`config.mk`:
```
export PLATFORM = sky130hd
export DESIGN_NAME = miriscv_fetch_unit
export DESIGN_NICKNAME = d
export VERILOG_FILES = /design/src/rtl/miriscv_fetch_pkg.sv /design/src/rtl/miriscv_fetch_fifo.sv /design/src/rtl/miriscv_fetch_unit.sv
export SDC_FILE = /design/constraint.sdc
export NUM_CORES = 1
export LEC_CHECK = 0
export ABC_CLOCK_PERIOD_IN_PS = 5180
export CAP_MARGIN = 25
export CORE_MARGIN = 1.5
export CORE_UTILIZATION = 57
export CTS_BUF_LIST = sky130_fd_sc_hd__clkbuf_2
export DETAILED_ROUTE_END_ITERATION = 12
export PLACE_DENSITY_LB_ADDON = 0.05
export SETUP_SLACK_MARGIN = 0.02
export SLEW_MARGIN = 20
export SYNTH_ARGS = -nofsm -noshare
export SYNTH_HDL_FRONTEND = slang
export SYNTH_HIERARCHICAL = 1
export SYNTH_SLANG_ARGS = --single-unit
```
`constraint.sdc`:
```
create_clock -name clk_i -period 5.18 [get_ports clk_i]
set_input_delay 0.777 -clock clk_i [delete_from_list [all_inputs] [get_ports clk_i]]
set_output_delay 0.777 -clock clk_i [all_outputs]
set_load 0.05 [all_outputs]
```
`src/rtl/miriscv_fetch_pkg.sv`:
```
// Shared types for the miriscv instruction fetch stage.
//   fetch_state_e : fetch control FSM encoding
//   fetch_entry_t : one buffered fetch result {instr, pc}
//   ILEN          : instruction word width
package miriscv_fetch_pkg;

  localparam int ILEN = 32;

  typedef enum logic [1:0] {
    S_BOOT  = 2'd0,
    S_RUN   = 2'd1,
    S_DRAIN = 2'd2
  } fetch_state_e;

  typedef struct packed {
    logic [ILEN-1:0] instr;
    logic [ILEN-1:0] pc;
  } fetch_entry_t;

endpackage

```
`src/rtl/miriscv_fetch_fifo.sv`:
```
// Generic synchronous FIFO with registered storage and synchronous flush.
//   clk_i, rst_i     : clock, async active-high reset
//   flush_i          : empty the FIFO (wins over a same-cycle push)
//   push_i, data_i   : write side; a push into a full FIFO is taken only
//                      when a pop happens in the same cycle
//   pop_i, data_o    : read side; data_o is the head entry, read from flops
//   full_o, empty_o  : occupancy flags
//   count_o          : number of entries held
module miriscv_fetch_fifo
  import miriscv_fetch_pkg::*;
#(
  parameter int DEPTH = 2,
  parameter int WIDTH = 32
) (
  input  logic                   clk_i,
  input  logic                   rst_i,
  input  logic                   flush_i,
  input  logic                   push_i,
  input  logic [WIDTH-1:0]       data_i,
  input  logic                   pop_i,
  output logic [WIDTH-1:0]       data_o,
  output logic                   full_o,
  output logic                   empty_o,
  output logic [$clog2(DEPTH):0] count_o
);

  localparam int AW = $clog2(DEPTH);

  logic [DEPTH-1:0][WIDTH-1:0] mem_q;
  logic [AW-1:0]               wptr_q, rptr_q;
  logic [AW:0]                 count_q;
  logic                        do_push, do_pop;

  assign empty_o = (count_q == '0);
  assign full_o  = (count_q == (AW+1)'(DEPTH));
  assign count_o = count_q;
  assign data_o  = mem_q[rptr_q];

  assign do_pop  = pop_i & ~empty_o;
  assign do_push = push_i & (~full_o | do_pop);

  // Pointers wrap naturally because DEPTH is a power of two.
  always_ff @(posedge clk_i or posedge rst_i) begin
    if (rst_i) begin
      mem_q   <= '0;
      wptr_q  <= '0;
      rptr_q  <= '0;
      count_q <= '0;
    end else if (flush_i) begin
      wptr_q  <= '0;
      rptr_q  <= '0;
      count_q <= '0;
    end else begin
      if (do_push) begin
        mem_q[wptr_q] <= data_i;
        wptr_q        <= wptr_q + AW'(1);
      end
      if (do_pop) rptr_q <= rptr_q + AW'(1);
      count_q <= count_q + (AW+1)'(do_push) - (AW+1)'(do_pop);
    end
  end

endmodule

```
`src/rtl/miriscv_fetch_unit.sv`:
```
// Instruction fetch stage feeding the decoder.
// Issues word fetches on the instruction bus, tags each grant with its PC,
// buffers responses as {instr, pc} and presents them over valid/ready.
// Redirects flush buffered words and drop responses still in flight.
//   clk_i, rst_i                  : clock, async active-high reset
//   instr_req_o/addr_o/gnt_i      : bus request channel
//   instr_rvalid_i/rdata_i        : in-order bus response channel
//   redirect_i, redirect_pc_i     : control-flow change pulse and target
//   fetch_valid_o/instr_o/pc_o    : output to decode
//   fetch_ready_i                 : decode accepts the presented word
//   fetch_busy_o                  : work in flight or buffered
module miriscv_fetch_unit
  import miriscv_fetch_pkg::*;
#(
  parameter logic [31:0] RESET_PC   = 32'h0000_0000,
  parameter int          FIFO_DEPTH = 2
) (
  input  logic        clk_i,
  input  logic        rst_i,
  output logic        instr_req_o,
  output logic [31:0] instr_addr_o,
  input  logic        instr_gnt_i,
  input  logic        instr_rvalid_i,
  input  logic [31:0] instr_rdata_i,
  input  logic        redirect_i,
  input  logic [31:0] redirect_pc_i,
  output logic        fetch_valid_o,
  output logic [31:0] fetch_instr_o,
  output logic [31:0] fetch_pc_o,
  input  logic        fetch_ready_i,
  output logic        fetch_busy_o
);

  localparam int CW = $clog2(FIFO_DEPTH) + 1;

  fetch_state_e state_q, state_d;
  logic [31:0]  req_pc_q, req_pc_d;
  logic [CW-1:0] out_q, out_d;
  logic [CW-1:0] discard_q, discard_d;
  // A request raised but not yet granted is frozen here; stale marks one
  // whose stream was abandoned by a redirect, so its response must be dropped.
  logic          hold_q, hold_d;
  logic [31:0]   hold_addr_q;
  logic          stale_q, stale_d;

  logic          gnt_fire, rv_ok, rv_keep, credit;
  logic          ent_full, ent_empty, tag_full, tag_empty;
  logic [CW-1:0] ent_cnt, tag_cnt;
  logic [31:0]   tag_pc;
  fetch_entry_t  ent_in, ent_out;

  // Credit uses registered counts only, so no response/ready path reaches instr_req_o.
  assign credit      = ({1'b0, out_q} + {1'b0, ent_cnt}) < (CW+1)'(FIFO_DEPTH);
  assign instr_req_o = hold_q | ((state_q == S_RUN) & credit);
  assign instr_addr_o = hold_q ? hold_addr_q : req_pc_q;

  assign gnt_fire = instr_req_o & instr_gnt_i;
  assign rv_ok    = instr_rvalid_i & (out_q != '0);
  assign rv_keep  = rv_ok & (discard_q == '0);
  assign out_d    = out_q + CW'(gnt_fire) - CW'(rv_ok);

  assign hold_d  = instr_req_o & ~instr_gnt_i;
  assign stale_d = hold_d & (stale_q | redirect_i);

  always_comb begin
    state_d = state_q;
    case (state_q)
      S_BOOT:  state_d = S_RUN;
      // A grant of a stale request also has to be drained.
      S_RUN:   if ((redirect_i | (stale_q & gnt_fire)) && (out_d != '0)) state_d = S_DRAIN;
      S_DRAIN: if (out_d == '0) state_d = S_RUN;
      default: state_d = S_BOOT;
    endcase
  end

  // Everything in flight while draining belongs to an abandoned stream.
  assign discard_d = (state_d == S_DRAIN) ? out_d : '0;

  always_comb begin
    req_pc_d = req_pc_q;
    if (redirect_i)                req_pc_d = redirect_pc_i & ~32'd3;
    else if (gnt_fire && !stale_q) req_pc_d = req_pc_q + 32'd4;
  end

  always_ff @(posedge clk_i or posedge rst_i) begin
    if (rst_i) begin
      state_q     <= S_BOOT;
      req_pc_q    <= RESET_PC;
      out_q       <= '0;
      discard_q   <= '0;
      hold_q      <= 1'b0;
      hold_addr_q <= RESET_PC;
      stale_q     <= 1'b0;
    end else begin
      state_q     <= state_d;
      req_pc_q    <= req_pc_d;
      out_q       <= out_d;
      discard_q   <= discard_d;
      hold_q      <= hold_d;
      hold_addr_q <= instr_addr_o;
      stale_q     <= stale_d;
    end
  end

  // PC tag queue: one entry per live (non-stale) outstanding request.
  miriscv_fetch_fifo #(.DEPTH(FIFO_DEPTH), .WIDTH(32)) u_tag_q (
    .clk_i   (clk_i),
    .rst_i   (rst_i),
    .flush_i (redirect_i),
    .push_i  (gnt_fire & ~stale_q),
    .data_i  (instr_addr_o),
    .pop_i   (rv_keep),
    .data_o  (tag_pc),
    .full_o  (tag_full),
    .empty_o (tag_empty),
    .count_o (tag_cnt)
  );

  assign ent_in = '{instr: instr_rdata_i, pc: tag_pc};

  miriscv_fetch_fifo #(.DEPTH(FIFO_DEPTH), .WIDTH($bits(fetch_entry_t))) u_ent_q (
    .clk_i   (clk_i),
    .rst_i   (rst_i),
    .flush_i (redirect_i),
    .push_i  (rv_keep),
    .data_i  (ent_in),
    .pop_i   (fetch_valid_o & fetch_ready_i),
    .data_o  (ent_out),
    .full_o  (ent_full),
    .empty_o (ent_empty),
    .count_o (ent_cnt)
  );

  assign fetch_valid_o = ~ent_empty;
  assign fetch_instr_o = ent_out.instr;
  assign fetch_pc_o    = ent_out.pc;
  assign fetch_busy_o  = (out_q != '0) | (ent_cnt != '0) | (state_q == S_DRAIN);

  a_rvalid_tracked: assert property (@(posedge clk_i) disable iff (rst_i)
    instr_rvalid_i |-> (out_q != '0));
  a_tag_avail: assert property (@(posedge clk_i) disable iff (rst_i)
    rv_keep |-> !tag_empty);
  a_tag_room: assert property (@(posedge clk_i) disable iff (rst_i)
    (gnt_fire & ~stale_q & ~redirect_i) |-> (!tag_full || rv_keep));
  a_tag_bound: assert property (@(posedge clk_i) disable iff (rst_i)
    tag_cnt <= out_q);
  a_ent_room: assert property (@(posedge clk_i) disable iff (rst_i)
    (rv_keep & ~redirect_i) |-> (!ent_full || (fetch_valid_o & fetch_ready_i)));

endmodule

```
# [Word level (Yosys, flattened, before mapping)]
# Cells that the tools add are included.
[classes] n_addsub=12 n_bitwise=27 order_cmp=7 eq_ne=5 reduce_logical=20 n_mux=27
[op_table] operator="$mux W32" n=6
[op_table] operator="$mux W64" n=3
[op_table] operator="$bwmux W128" n=1
[op_table] operator="$bwmux W64" n=1
[op_table] operator="$demux W64 S1" n=1
[op_table] operator="$add A32 B3 Y32 const B" n=1
[op_table] operator="$demux W32 S1" n=1
[op_table] operator="$reduce_bool A2 Y1" n=8
[op_table] operator="$and A1 B1 Y1" n=13
[op_table] operator="$logic_not A2 Y1" n=5
[op_table] operator="$mux W2" n=5
[op_table] operator="$eq A2 B2 Y1 const B" n=4
[op_table] operator="$lt A1 B2 Y1 const B" n=4
[op_table] operator="$mux W1" n=8
[op_table] operator="$not A1 Y1" n=7
[op_table] operator="$or A1 B1 Y1" n=7
[op_table] operator="$add A2 B1 Y2" n=3
[op_table] operator="$pmux W2 S3" n=1
[op_table] operator="$sub A2 B1 Y2" n=3
[op_table] operator="$add A1 B1 Y1 const B" n=4
[op_table] operator="$logic_and A1 B1 Y1" n=4
[op_table] operator="$reduce_and A2 Y1" n=2
[op_table] operator="$add A2 B2 Y3" n=1
[op_table] operator="$lt A3 B2 Y1 const B" n=1
[op_table] operator="other kinds (3)" n=4
[word_totals] inputBits=70 word_cells=115 out_inout_bits=99 ff_bits=272

# [Depth between registers and ports, before layout]
# Gate-level depths: netlist of the first run.
[logic_depth] ltp_word=13 mapped_depth=14 ltp_nobuf=13

# [Hierarchy]
# The synthesis of the first run kept the hierarchy.
[by_module_without_submodules] mod="miriscv_fetch_fifo at u_ent_q" seq_area_each_um2=3303.2 instances=1 area_per_inst_um2=5983.2 cells_per_inst=366
[by_module_without_submodules] mod="miriscv_fetch_unit" seq_area_each_um2=1751.7 instances=1 area_per_inst_um2=3553.4 cells_per_inst=340
[by_module_without_submodules] mod="miriscv_fetch_fifo at u_tag_q" seq_area_each_um2=1701.6 instances=1 area_per_inst_um2=3110.5 cells_per_inst=196

# [Worst setup path before layout of the first run]
# No wires, ideal clock.
[synth_path] kind="register to register" from="register u_ent_q.count_q[0], in the netlist u_ent_q/count_o[0]" to="register state_q[1]" setup_time_ns=0.119 period_less_slack_ns=3.328 path_slack_ns=1.852 arrival_ns=3.209 t_required_ns=5.061 path_stages_with_launch=15 n_path_buf=1 path_cell_list="dfrtp_1 > and2_1 > fa_1 > nor4b_2 > buf_6 > nor2_1 > inv_1 > nand2_1 > ha_1 > inv_1 > ha_1 > xnor2_1 > xnor2_1 > or2_2 > and2_1"
[synth_between] elab_chain_len=11 elab_cells_between_ends=15 classes_between="add/sub (3); order compare (1); mux (3); bitwise (5); reduce/logical (3)"
[synth_lines] element="from (decl)" line="miriscv_fetch_fifo.sv:31" text="logic [AW:0] count_q;"
[synth_lines] element="from (signal assigned)" line="miriscv_fetch_fifo.sv:59" text="count_q <= count_q + (AW+1)'(do_push) - (AW+1)'(do_pop);"
[synth_lines] element="$add A2 B2 Y3 *" line="miriscv_fetch_unit.sv:53" text="assign credit = ({1'b0, out_q} + {1'b0, ent_cnt}) < (CW+1)'(FIFO_DEPTH);"
[synth_lines] element="$lt A3 B2 Y1 *" line="miriscv_fetch_unit.sv:53"
[synth_lines] element="$and A1 B1 Y1 *" line="miriscv_fetch_unit.sv:54" text="assign instr_req_o = hold_q | ((state_q == S_RUN) & credit);"
[synth_lines] element="$or A1 B1 Y1 *" line="miriscv_fetch_unit.sv:54"
[synth_lines] element="net instr_req_o" line="miriscv_fetch_unit.sv:20" text="output logic instr_req_o,"
[synth_lines] element="$and A1 B1 Y1 *" line="miriscv_fetch_unit.sv:57" text="assign gnt_fire = instr_req_o & instr_gnt_i;"
[synth_lines] element="$add A2 B1 Y2 *" line="miriscv_fetch_unit.sv:60" text="assign out_d = out_q + CW'(gnt_fire) - CW'(rv_ok);"
[synth_lines] element="$sub A2 B1 Y2 *" line="miriscv_fetch_unit.sv:60"
[synth_lines] element="net out_d[1]" line="miriscv_fetch_unit.sv:38" text="logic [CW-1:0] out_q, out_d;"
[synth_lines] element="$reduce_bool A2 Y1" line="miriscv_fetch_unit.sv:70" text="S_RUN: if ((redirect_i | (stale_q & gnt_fire)) && (out_d != '0)) state_d = S_DRAIN;"
[synth_lines] element="$logic_and A1 B1 Y1" line="miriscv_fetch_unit.sv:70"
[synth_lines] element="$mux W2" line="miriscv_fetch_unit.sv:70"
[synth_lines] element="$pmux W2 S3 *" line="miriscv_fetch_unit.sv:67" text="case (state_q)"
[synth_lines] element="net state_d[1]" line="miriscv_fetch_unit.sv:36" text="fetch_state_e state_q, state_d;"
[synth_lines] element="to (signal assigned)" line="miriscv_fetch_unit.sv:95" text="state_q <= state_d;"
[synth_lines] element="to (decl)" line="miriscv_fetch_unit.sv:36"
# Mark *: on every way through the listed nets, which the timed path passes. The rest lies on a longest branch.
# A chain may end at the register's enable or synchronous reset.

# [Worst setup path in the final report of the first run]
[layout_path] from="register u_ent_q.count_q[0], in the netlist u_ent_q/count_o[0]" to="output instr_req_o"
[layout_between] elab_chain_len=4
[layout_lines] element="$add A2 B2 Y3" line="miriscv_fetch_unit.sv:53"
[layout_lines] element="$lt A3 B2 Y1" line="miriscv_fetch_unit.sv:53"
[layout_lines] element="$and A1 B1 Y1" line="miriscv_fetch_unit.sv:54"
[layout_lines] element="$or A1 B1 Y1" line="miriscv_fetch_unit.sv:54"
[layout_lines] element="to (decl)" line="miriscv_fetch_unit.sv:20"
# Every way passes these cells.

==> results of run 1 <==
power by group through the flow:
stage / combinational [uW] / clock (uW) / sequential, uW
6_report: 4620 / 1460 / 3420
5_1_grt: 4880 / 1630 / 3520
4_1_cts: 4670 / 1520 / 3410
3_5_place_dp: 4650 / 0 / 3440
3_3_place_gp: 4590 / 0 / 3400
2_1_floorplan: 3540 / 0 / 3250
layout by cell type, fill, tap and decap left out, types with 8 or more instances in the layout:
cell type / instances
sky130_fd_sc_hd__o21ai_0: 17
sky130_fd_sc_hd__clkbuf_2: 108
sky130_fd_sc_hd__o211ai_1: 9
sky130_fd_sc_hd__dfrtp_1: 268
sky130_fd_sc_hd__mux2_4: 90
sky130_fd_sc_hd__nand3_1: 13
sky130_fd_sc_hd__nand4_1: 10
sky130_fd_sc_hd__nand2_1: 30
sky130_fd_sc_hd__or4_1: 15
sky130_fd_sc_hd__clkinv_1: 12
sky130_fd_sc_hd__nor2_1: 32
sky130_fd_sc_hd__nor2b_1: 8
sky130_fd_sc_hd__a31oi_1: 18
sky130_fd_sc_hd__xnor2_1: 8
sky130_fd_sc_hd__o31ai_1: 11
sky130_fd_sc_hd__clkdlybuf4s50_1: 166
sky130_fd_sc_hd__buf_4: 16
sky130_fd_sc_hd__inv_1: 14
sky130_fd_sc_hd__mux2_2: 220
path summary, 6_finish.rpt:
path | start | endpoint | slack (ps) | cells past startpoint
setup / recovery | u_ent_q/count_o[0]$_DFF_PP0_ | instr_req_o | 1070 | 7
hold reg to reg | u_ent_q/mem_q[79]$_DFFE_PP0P_ | u_ent_q/mem_q[79]$_DFFE_PP0P_ | 500 | 1
min in group clk_i | u_ent_q/mem_q[79]$_DFFE_PP0P_ | u_ent_q/mem_q[79]$_DFFE_PP0P_ | 500 | 1
setup reg to reg | u_ent_q/count_o[0]$_DFF_PP0_ | u_tag_q/mem_q[62]$_DFFE_PP0P_ | 1950 | 9
max in group asynchronous | rst_i | u_tag_q/mem_q[7]$_DFFE_PP0P_ | 3630 | 3
hold / removal | rst_i | hold_addr_q[26]$_DFF_PP0_ | 340 | 2
sequential cells by signal, summed over array words and instances, names as in the netlist:
signal / flops
discard_q: 2
hold_addr_q: 32
hold_q: 1
out_q: 2
req_pc_q: 30
stale_q: 1
state_q: 2
u_ent_q/count_o: 2
u_ent_q/mem_q: 128
u_ent_q/rptr_q: 1
u_ent_q/wptr_q: 1
u_tag_q/count_o: 2
u_tag_q/mem_q: 64
u_tag_q/rptr_q: 1
u_tag_q/wptr_q: 1
layout make-up:
type / count / area share (%)
Multi-Input combinational cell: 559 / 36.1
Sequential cell: 270 / 44.6
Inverter: 17 / 0.437
Tap cell: 280 / 2.31
Timing Repair Buffer: 186 / 12.3
Clock buffer: 108 / 3.57
Antenna cell: 1 / 0.0165
Clock inverter: 17 / 0.611
metal layers:
layer | GRT usage, % | part of all wire, %
met5 | 0 | 0
met3 | 6.33 | 5.5
met1 | 31.6 | 44
met2 | 38.1 | 48
met4 | 7.72 | 1.7
per-stage QoR:
step / instances / hold WS (ps)
6_report: 1438 / 344
5_1_grt: 1438 / 242
4_1_cts: 1435 / 445
3_5_place_dp: 1310 / 474
3_3_place_gp: 1310 / 465
2_1_floorplan: 899 / 452
worst max-delay path, cell delays in order, from the launching register on:
cell,delay (ps)
sky130_fd_sc_hd__dfrtp_1,450
sky130_fd_sc_hd__and2_1,180
sky130_fd_sc_hd__fa_1,450
sky130_fd_sc_hd__nor4b_2,280
sky130_fd_sc_hd__buf_4,230
sky130_fd_sc_hd__nor2_1,80
sky130_fd_sc_hd__inv_1,80
sky130_fd_sc_hd__clkdlybuf4s50_1,800
==> results.yml, run 1 <==
finish:
  final_core_utilization_pct: 69.7
  layout.area.seq_um2: 6760
  design.final.nets: 1184
  layout-drive-gt1-share_pct: 39.9
  multi_input_comb_area_um2: 5480
  synthToLayoutAreaGrowth_pct: 20.0
  stdcell_area_um2: 15200
  layout.filler_cells: 1614
critical_path:
  path_class: "reg2out"
  setup.worst_path.end_class: "output port"
  startpoint_type: "flop"
  timing.critical_path.arrival_ps: 3330
  peak_fanout_along_the_critical_path: 11
  critPathRequiredTime_ps: 4400
power:
  clockPowerShare_pct: 15.3
  power_density_nw_per_um2: 626
  power_switching_share_pct: 40.6
  power_leakage_uw: 0.00668
  report.power.total_uw: 9500
  combinationalPowerShare_pct: 48.7
  ir_worst_vdd_v: 0.000437
  intPower_uw: 5640
  switchingPower_uw: 3850
  sequentialPowerShare_pct: 36.0
timing:
  timing.max_slew.rel_slack_pct: 35.9
  max_freq_ghz: 0.244
  timing.final.crit_share_pct: 79.3
  clock-skew-final_ps: 65.0
  worst_slew_pin_slew_ps: 962
  hold_viol_final: 0
  post-route-worst-setup-slack_ps: 1070
  final_max_slew_viol_count: 0
  setup-violations-final: 0
  setup_repair_after_global_routing_missed_its_margin: "no"
  period_minus_slack_ps: 4110
  setup_tns_ps: 0
clock_network:
  numCtsBuffers: 72
  cts_max_path_buffers: 3
  ctsHoldBuffers: 0
  clock_latency_late_sink_ps: 810
  cts_tree: "done"
  number_of_buffers_inserted_to_repair_setup_after_cts: 0
  clock_sinks: 270
  cts_root_buf: "sky130_fd_sc_hd__clkbuf_2"
  clk_transition_reported_paths_ps: 110
  cts_resized: 0
  cts-htree-levels: 3
yosys:
  syn-num-nets: 977
  yosysWarningCount: 6
  synthCells: 899
  synth.avg_cell_area_um2: 14.0
  post_synth_instance_area_um2: 12600
route:
  drt_wl_total_mm: 27.0
  number_of_detailed_routing_iterations_run_before_antenna_repair: 5
  avgRoutedWirePerCell_um: 18.8
  detail_route.drc_violations: 0
  avgViaCountPerCell: 5.58
  drt.antenna.violating_nets: 0
  drt-initial-drc-count: 516
  routed-via-count: 8029
placement:
  post-dp-hpwl_mm: 17.3
  detailedPlace.worstSlack_ps: 1730
  dp_area_um2: 14500
  gp_routability_congestion: 0.806
  io_buffer_count: 166
floorplanning:
  floorplan.rows: 54
  initial_core_util_pct: 58.1
  io_pins: 169
  die_h_um: 152
  total_die_area_um2: 23100
  die_w_um: 152
  design.core.area_um2: 21800
global_routing:
  first_global_vias: 8537
  antenna_found_initial: 1
  grt.overflow.total: 0
  grt_usage_pct: 23.7
  grt_max_degree: 73
  global_route_wire_length_before_repair_mm: 44.2
min_path:
  min_path_type: "in2async"
outcome:
  run_status: "complete, no violations"
run:
  cap_viol_max_count: 0
Power figures use the tool's default switching activity.
==> inputs of run 2 (changes only) <==
--- a/config.mk
+++ b/config.mk
@@ -5,7 +5,7 @@
 export SDC_FILE = /design/constraint.sdc
 export NUM_CORES = 1
 export LEC_CHECK = 0
-export ABC_CLOCK_PERIOD_IN_PS = 5180
+export ABC_CLOCK_PERIOD_IN_PS = 4250
 export CAP_MARGIN = 25
 export CORE_MARGIN = 1.5
 export CORE_UTILIZATION = 57
==> constraint.sdc (replaced) <==
create_clock -name clk_i -period 4.25 [get_ports clk_i]
set_input_delay 0.6375 -clock clk_i [delete_from_list [all_inputs] [get_ports clk_i]]
set_output_delay 0.6375 -clock clk_i [all_outputs]
set_load 0.05 [all_outputs]
==> run 2 against run 1 <==
Total power rose by 22%. First-iteration DRC count fell by 32%. Clock power rose by 21%. Worst hold slack worse by 83 ps. Design area grew 0.21%. Clock-buffer cell count is 5 lower. Flip-flop and latch count unchanged. Non-clock buffer count rose by 4. Global-route usage hardly changed. Core utilization is 0.15 points higher. Die area unchanged. Critical path type unchanged.
==> results.yml, run 2 (same netlist as run 1, synthesis figures left out) <==
outcome:
  run_status: "complete, no violations"
clock_network:
  cts_root_buf: "sky130_fd_sc_hd__clkbuf_2"
  cts-htree-levels: 3
  numCtsBuffers: 72
  clock_sinks: 270
  cts_max_path_buffers: 3
  clock_latency_late_sink_ps: 830
  cts_tree: "done"
  clk_transition_reported_paths_ps: 100
  number_of_buffers_inserted_to_repair_setup_after_cts: 0
critical_path:
  timing.critical_path.cells: "and2_1 -> fa_1 -> nor4b_4 -> buf_4 -> nor2_1 -> inv_1 -> dlygate4sd2_1"
  path_class: "reg2out"
  peak_fanout_along_the_critical_path: 7
  critPathRequiredTime_ps: 3610
  setup.worst_path.end_class: "output port"
  startpoint_type: "flop"
  critical_path_top_delay_cell: "sky130_fd_sc_hd__dlygate4sd2_1"
  cpPeakStageDelay_ps: 530
  timing.critical_path.arrival_ps: 3210
timing:
  setup_repair_after_global_routing_missed_its_margin: "no"
  timing.final.crit_share_pct: 90.5
  period_minus_slack_ps: 3850
  timing.max_slew.rel_slack_pct: 38.8
  clock-skew-final_ps: 62.9
  setup-violations-final: 0
  final_max_slew_viol_count: 0
  max_freq_ghz: 0.260
  hold_viol_final: 0
  worst_slew_pin_slew_ps: 916
  setup_tns_ps: 0
finish:
  design.final.nets: 1188
  largest_reg_flops: 128
  reg.largest.list: "u_ent_q/mem_q: 128 flops, u_tag_q/mem_q: 64 flops, hold_addr_q: 32 flops"
  final_common_cell: "sky130_fd_sc_hd__dfrtp_1"
  synthToLayoutAreaGrowth_pct: 20.3
  mostFrequentLayoutCells: "sky130_fd_sc_hd__dfrtp_1, sky130_fd_sc_hd__mux2_2, sky130_fd_sc_hd__clkdlybuf4s50_1, sky130_fd_sc_hd__clkbuf_2, sky130_fd_sc_hd__mux2_4"
  stdcell_area_um2: 15200
  layout-drive-gt1-share_pct: 39.9
  largest_register: "u_ent_q/mem_q"
  layout.filler_cells: 1585
global_routing:
  global_route_wire_length_before_repair_mm: 44.3
  grt_max_degree: 108
  grt_usage_pct: 23.8
  antenna_found_initial: 1
  grt.overflow.total: 0
  first_global_vias: 8477
floorplanning:
  total_die_area_um2: 23100
  floorplan.rows: 54
  die_h_um: 152
  io_pins: 169
  initial_core_util_pct: 58.1
  die_w_um: 152
  design.core.area_um2: 21800
route:
  drt.antenna.violating_nets: 0
  avgRoutedWirePerCell_um: 18.4
  routed-via-count: 7975
  avgViaCountPerCell: 5.55
  detail_route.drc_violations: 0
  drt_wl_total_mm: 26.5
  number_of_detailed_routing_iterations_run_before_antenna_repair: 5
  drt-initial-drc-count: 349
placement:
  io_buffer_count: 166
  gp_routability_congestion: 0.782
  dp_area_um2: 14600
  post-dp-hpwl_mm: 17.3
power:
  ir_worst_vdd_v: 0.000471
  power_leakage_uw: 0.00668
  power_density_nw_per_um2: 762
min_path:
  min_path_type: "in2async"
run:
  cap_viol_max_count: 0
==> run 2: cell count changes in the layout (fill, tap and decap cells not counted), moves of 2 or more <==
cell | before | now
sky130_fd_sc_hd__buf_12 | 3 | 5
sky130_fd_sc_hd__buf_4 | 16 | 18
sky130_fd_sc_hd__clkbuf_2 | 108 | 103
sky130_fd_sc_hd__clkinvlp_4 | 0 | 2
==> run 2: routing by layer <==
| metal | up-vias | wire (um) | GRT usage (%) |
|---|---|---|---|
| li1 | 3722 | - | - |
| met3 | 45 | 1390 | 5.96 |
| met1 | 4019 | 11800 | 31.5 |
| met2 | 189 | 12900 | 38.1 |
| met5 | - | 0 | 0 |
| met4 | 0 | 500 | 8.60 |
==> run 2: area by class of cell <==
class	instances	area [um2]	share of cell area, %
antenna	2	5.00	0.0329
tap	280	350	2.31
multi-input combinational	559	5490	36.1
clock inverter	17	98.8	0.651
timing repair buffer	190	1910	12.6
inverter	17	66.3	0.436
clock buffer	103	515	3.39
sequential	270	6760	44.5
==> run 2: metrics by stage <==
stage                     hold slack [ps]  worst slack, ps  total power [uW]  util [%]  instances
after floorplan                       452             86.5              8280         -        899
after global placement                467              820              9760      66.9       1315
after detailed placement              474              832              9880      66.9       1315
after CTS                             186              184             11700      69.7       1435
after global routing                  236              136             12200      69.8       1438
final                                 261              403             11600      69.8       1438
==> run 2: where the power goes <==
part           total, uW  internal [uW]  leakage, uW  switching, uW
Combinational       5700           2610      0.00291           3100
Sequential          4120           3570      0.00330            546
Clock               1760            704     0.000472           1060
==> run 2: timing repair <==
item / CTS / global route
gates cloned: 0 / 0
pin swaps: 0 / 0
resized for setup: 1 / 1
endpoints found under the setup margin: 1 / 1
hold buffers: 0 / 0
==> run 2: worst paths after layout <==
| check | from | to | slack [ps] | cells past startpoint |
|---|---|---|---|---|
| worst max-delay path | u_ent_q/count_o[0]$_DFF_PP0_ | instr_req_o | 400 | 7 |
| worst min-delay path | rst_i | u_ent_q/mem_q[35]$_DFFE_PP0P_ | 260 | 2 |
| worst max register to register | u_ent_q/count_o[0]$_DFF_PP0_ | state_q[0]$_DFF_PP0_ | 940 | 14 |
| worst min register to register | u_ent_q/mem_q[81]$_DFFE_PP0P_ | u_ent_q/mem_q[81]$_DFFE_PP0P_ | 490 | 1 |
| max in group asynchronous | rst_i | req_pc_q[9]$_DFFE_PP0N_ | 2980 | 3 |
| min in group clk_i | redirect_pc_i[4] | req_pc_q[4]$_DFFE_PP0N_ | 400 | 3 |
==> run 2: critical path: cells and delay by family, from the launching register on <==
family,cells,cell delay (ps)
adders and majority gates,1,490
DFF,1,430
and+or+nand+nor,3,660
buffers and inverters,3,830
==> inputs of run 3 (changes only) <==
--- a/config.mk
+++ b/config.mk
@@ -5,10 +5,10 @@
 export SDC_FILE = /design/constraint.sdc
 export NUM_CORES = 1
 export LEC_CHECK = 0
-export ABC_CLOCK_PERIOD_IN_PS = 4250
+export ABC_CLOCK_PERIOD_IN_PS = 3200
 export CAP_MARGIN = 25
 export CORE_MARGIN = 1.5
-export CORE_UTILIZATION = 57
+export CORE_UTILIZATION = 52
 export CTS_BUF_LIST = sky130_fd_sc_hd__clkbuf_2
 export DETAILED_ROUTE_END_ITERATION = 12
 export PLACE_DENSITY_LB_ADDON = 0.05
==> constraint.sdc (replaced) <==
create_clock -name clk_i -period 3.2 [get_ports clk_i]
set_input_delay 0.48 -clock clk_i [delete_from_list [all_inputs] [get_ports clk_i]]
set_output_delay 0.48 -clock clk_i [all_outputs]
set_load 0.05 [all_outputs]
==> run 3 against run 2 <==
Combinational power increased by 25%. Highest routed layer unchanged. Clock-buffer cell count grew 1. Total power up 31%. Flip-flop and latch count did not move. Die area up 9.4%. Sequential power increased by 33%. Global-route usage down 1.3 points. Routed wire length up 2.4%. Core utilization decreased by 5.2 points. Critical endpoint is now instr_addr_o[12].
==> results.yml, run 3 (same netlist as run 1, synthesis figures left out) <==
critical_path:
  path_class: "reg2out"
  critical_path.n_buffers_inverters: 2
  reg2reg_setup_slack_ps: 180
  critPathTopFamily: "buffers and inverters"
  worstReg2RegStart: "out_q[0]$_DFF_PP0_"
  timing.critical_path.arrival_ps: 2550
  setup.worst_path.start: "hold_q$_DFF_PP0_"
  worst_r2r_path_depth: 9
  critical_path_top_delay_cell: "sky130_fd_sc_hd__dfrtp_4"
  peak_fanout_along_the_critical_path: 25
  regToRegEndpoint: "u_tag_q/mem_q[63]$_DFFE_PP0P_"
  timing.critical_path.cells: "buf_4 -> mux2_2 -> dlygate4sd2_1"
  critPathRequiredTime_ps: 2720
  setup.worst_path.end_class: "output port"
  cpPeakStageDelay_ps: 630
  startpoint_type: "flop"
finish:
  largest_reg_flops: 128
  layout.area.seq_um2: 6760
  stdcell_area_um2: 15300
  multi_input_comb_area_um2: 5480
  final_common_cell: "sky130_fd_sc_hd__dfrtp_1"
  design.final.nets: 1188
  reg.largest.list: "u_ent_q/mem_q: 128 flops, u_tag_q/mem_q: 64 flops, hold_addr_q: 32 flops"
  largest_register: "u_ent_q/mem_q"
  mostFrequentLayoutCells: "sky130_fd_sc_hd__dfrtp_1, sky130_fd_sc_hd__mux2_2, sky130_fd_sc_hd__clkbuf_2, sky130_fd_sc_hd__dlygate4sd2_1, sky130_fd_sc_hd__mux2_4"
  final_core_utilization_pct: 64.6
  synthToLayoutAreaGrowth_pct: 21.1
  layout.filler_cells: 1965
  layout-drive-gt1-share_pct: 40.3
clock_network:
  clock_sinks: 270
  numCtsBuffers: 72
  cts_tree: "done"
  cts_root_buf: "sky130_fd_sc_hd__clkbuf_2"
  number_of_buffers_inserted_to_repair_setup_after_cts: 0
  cts_max_path_buffers: 3
  clock_latency_late_sink_ps: 810
  cts-htree-levels: 3
  clk_transition_reported_paths_ps: 110
timing:
  timing.final.crit_share_pct: 94.7
  hold_viol_final: 0
  timing.max_slew.rel_slack_pct: 44.5
  period_minus_slack_ps: 3030
  setup-violations-final: 0
  worst_slew_pin_slew_ps: 832
  setup_tns_ps: 0
  max_freq_ghz: 0.330
  setup_repair_after_global_routing_missed_its_margin: "yes"
  clock-skew-final_ps: 62.5
  final_max_slew_viol_count: 0
power:
  ir_worst_vdd_v: 0.000671
  power_leakage_uw: 0.00693
  power_density_nw_per_um2: 995
route:
  avgViaCountPerCell: 5.41
  drt_wl_total_mm: 27.1
  number_of_detailed_routing_iterations_run_before_antenna_repair: 4
  avgRoutedWirePerCell_um: 18.4
  drt-initial-drc-count: 318
  routed-via-count: 7997
  detail_route.drc_violations: 0
  drt.antenna.violating_nets: 0
floorplanning:
  total_die_area_um2: 25200
  die_w_um: 159
  initial_core_util_pct: 53.3
  die_h_um: 159
  io_pins: 169
  design.core.area_um2: 23700
  floorplan.rows: 56
min_path:
  hold_path_depth: 3
  min-delay-start: "redirect_pc_i[2]"
  min_path_type: "in2reg"
  holdPathEnd: "req_pc_q[2]$_DFFE_PP0N_"
global_routing:
  grt.overflow.total: 0
  grt_max_degree: 85
  global_route_wire_length_before_repair_mm: 45.7
  grt_usage_pct: 22.4
  antenna_found_initial: 1
  first_global_vias: 8679
outcome:
  run_status: "complete, no violations"
run:
  cap_viol_max_count: 0
placement:
  io_buffer_count: 166
  gp_routability_congestion: 0.813
  post-dp-hpwl_mm: 17.5
  dp_area_um2: 14700
## run 3: layout make-up
| class | count | share of cell area (%) |
|---|---|---|
| flip-flops and latches | 270 | 44.2 |
| diodes | 1 | 0.0164 |
| inverters | 17 | 0.442 |
| well taps | 319 | 2.61 |
| clock inverters | 19 | 1.20 |
| clock buffers | 104 | 3.40 |
| repair buffers | 190 | 12.3 |
| multi-input cells | 559 | 35.8 |
## run 3: repair_timing
item                                    CTS  global route
endpoints found under the hold margin     1             0
hold buffers                              1             0
gates resized for setup                  94             6
pin swaps                                 0             1
endpoints found under the setup margin   96             9
## run 3: worst max path at each step
stage	end	slack, ps	depth (start not counted)
2_1_floorplan	state_q[1]$_DFF_PP0_	30	14
3_3_place_gp	state_q[1]$_DFF_PP0_	230	13
3_5_place_dp	state_q[1]$_DFF_PP0_	150	13
4_1_cts	instr_addr_o[26]	20	2
5_1_grt	instr_addr_o[12]	10	3
6_report	instr_addr_o[12]	170	3
## run 3: per-stage QoR
| stage | std cells | hold slack [ps] | setup slack, ps | total power, uW |
|---|---|---|---|---|
| floorplan | 899 | 452 | 33.3 | 11000 |
| CTS | 1478 | 132 | 17.6 | 15400 |
| detailed placement | 1354 | 473 | 148 | 13100 |
| global route | 1479 | 177 | 10.7 | 16100 |
| global placement | 1354 | 468 | 226 | 13000 |
| finish | 1479 | 233 | 170 | 15200 |
## run 3: worst register-to-register path: cells and delay by family (launching register included)
family	cells	cell delay (ps)
and+or+nand+nor	3	750
buffers and inverters	3	660
adders and majority gates	1	440
DFF	1	420
muxes	1	410
AOI/OAI and AO/OA	1	190
## run 3: power by group
part           internal [uW]  switching, uW  leakage (uW)
Sequential              4750            735       0.00330
Combinational           3080           4060       0.00311
Clock                   1190           1410      0.000520
Total                   9010           6210       0.00693
## run 3: routing by layer
| layer | share of wire [%] | GRT usage (%) | up-vias |
|---|---|---|---|
| li1 | - | - | 3730 |
| met1 | 45 | 29.4 | 4049 |
| met2 | 48 | 36.5 | 179 |
| met3 | 5.0 | 5.20 | 39 |
| met4 | 1.8 | 7.89 | 0 |
| met5 | 0 | 0 | - |
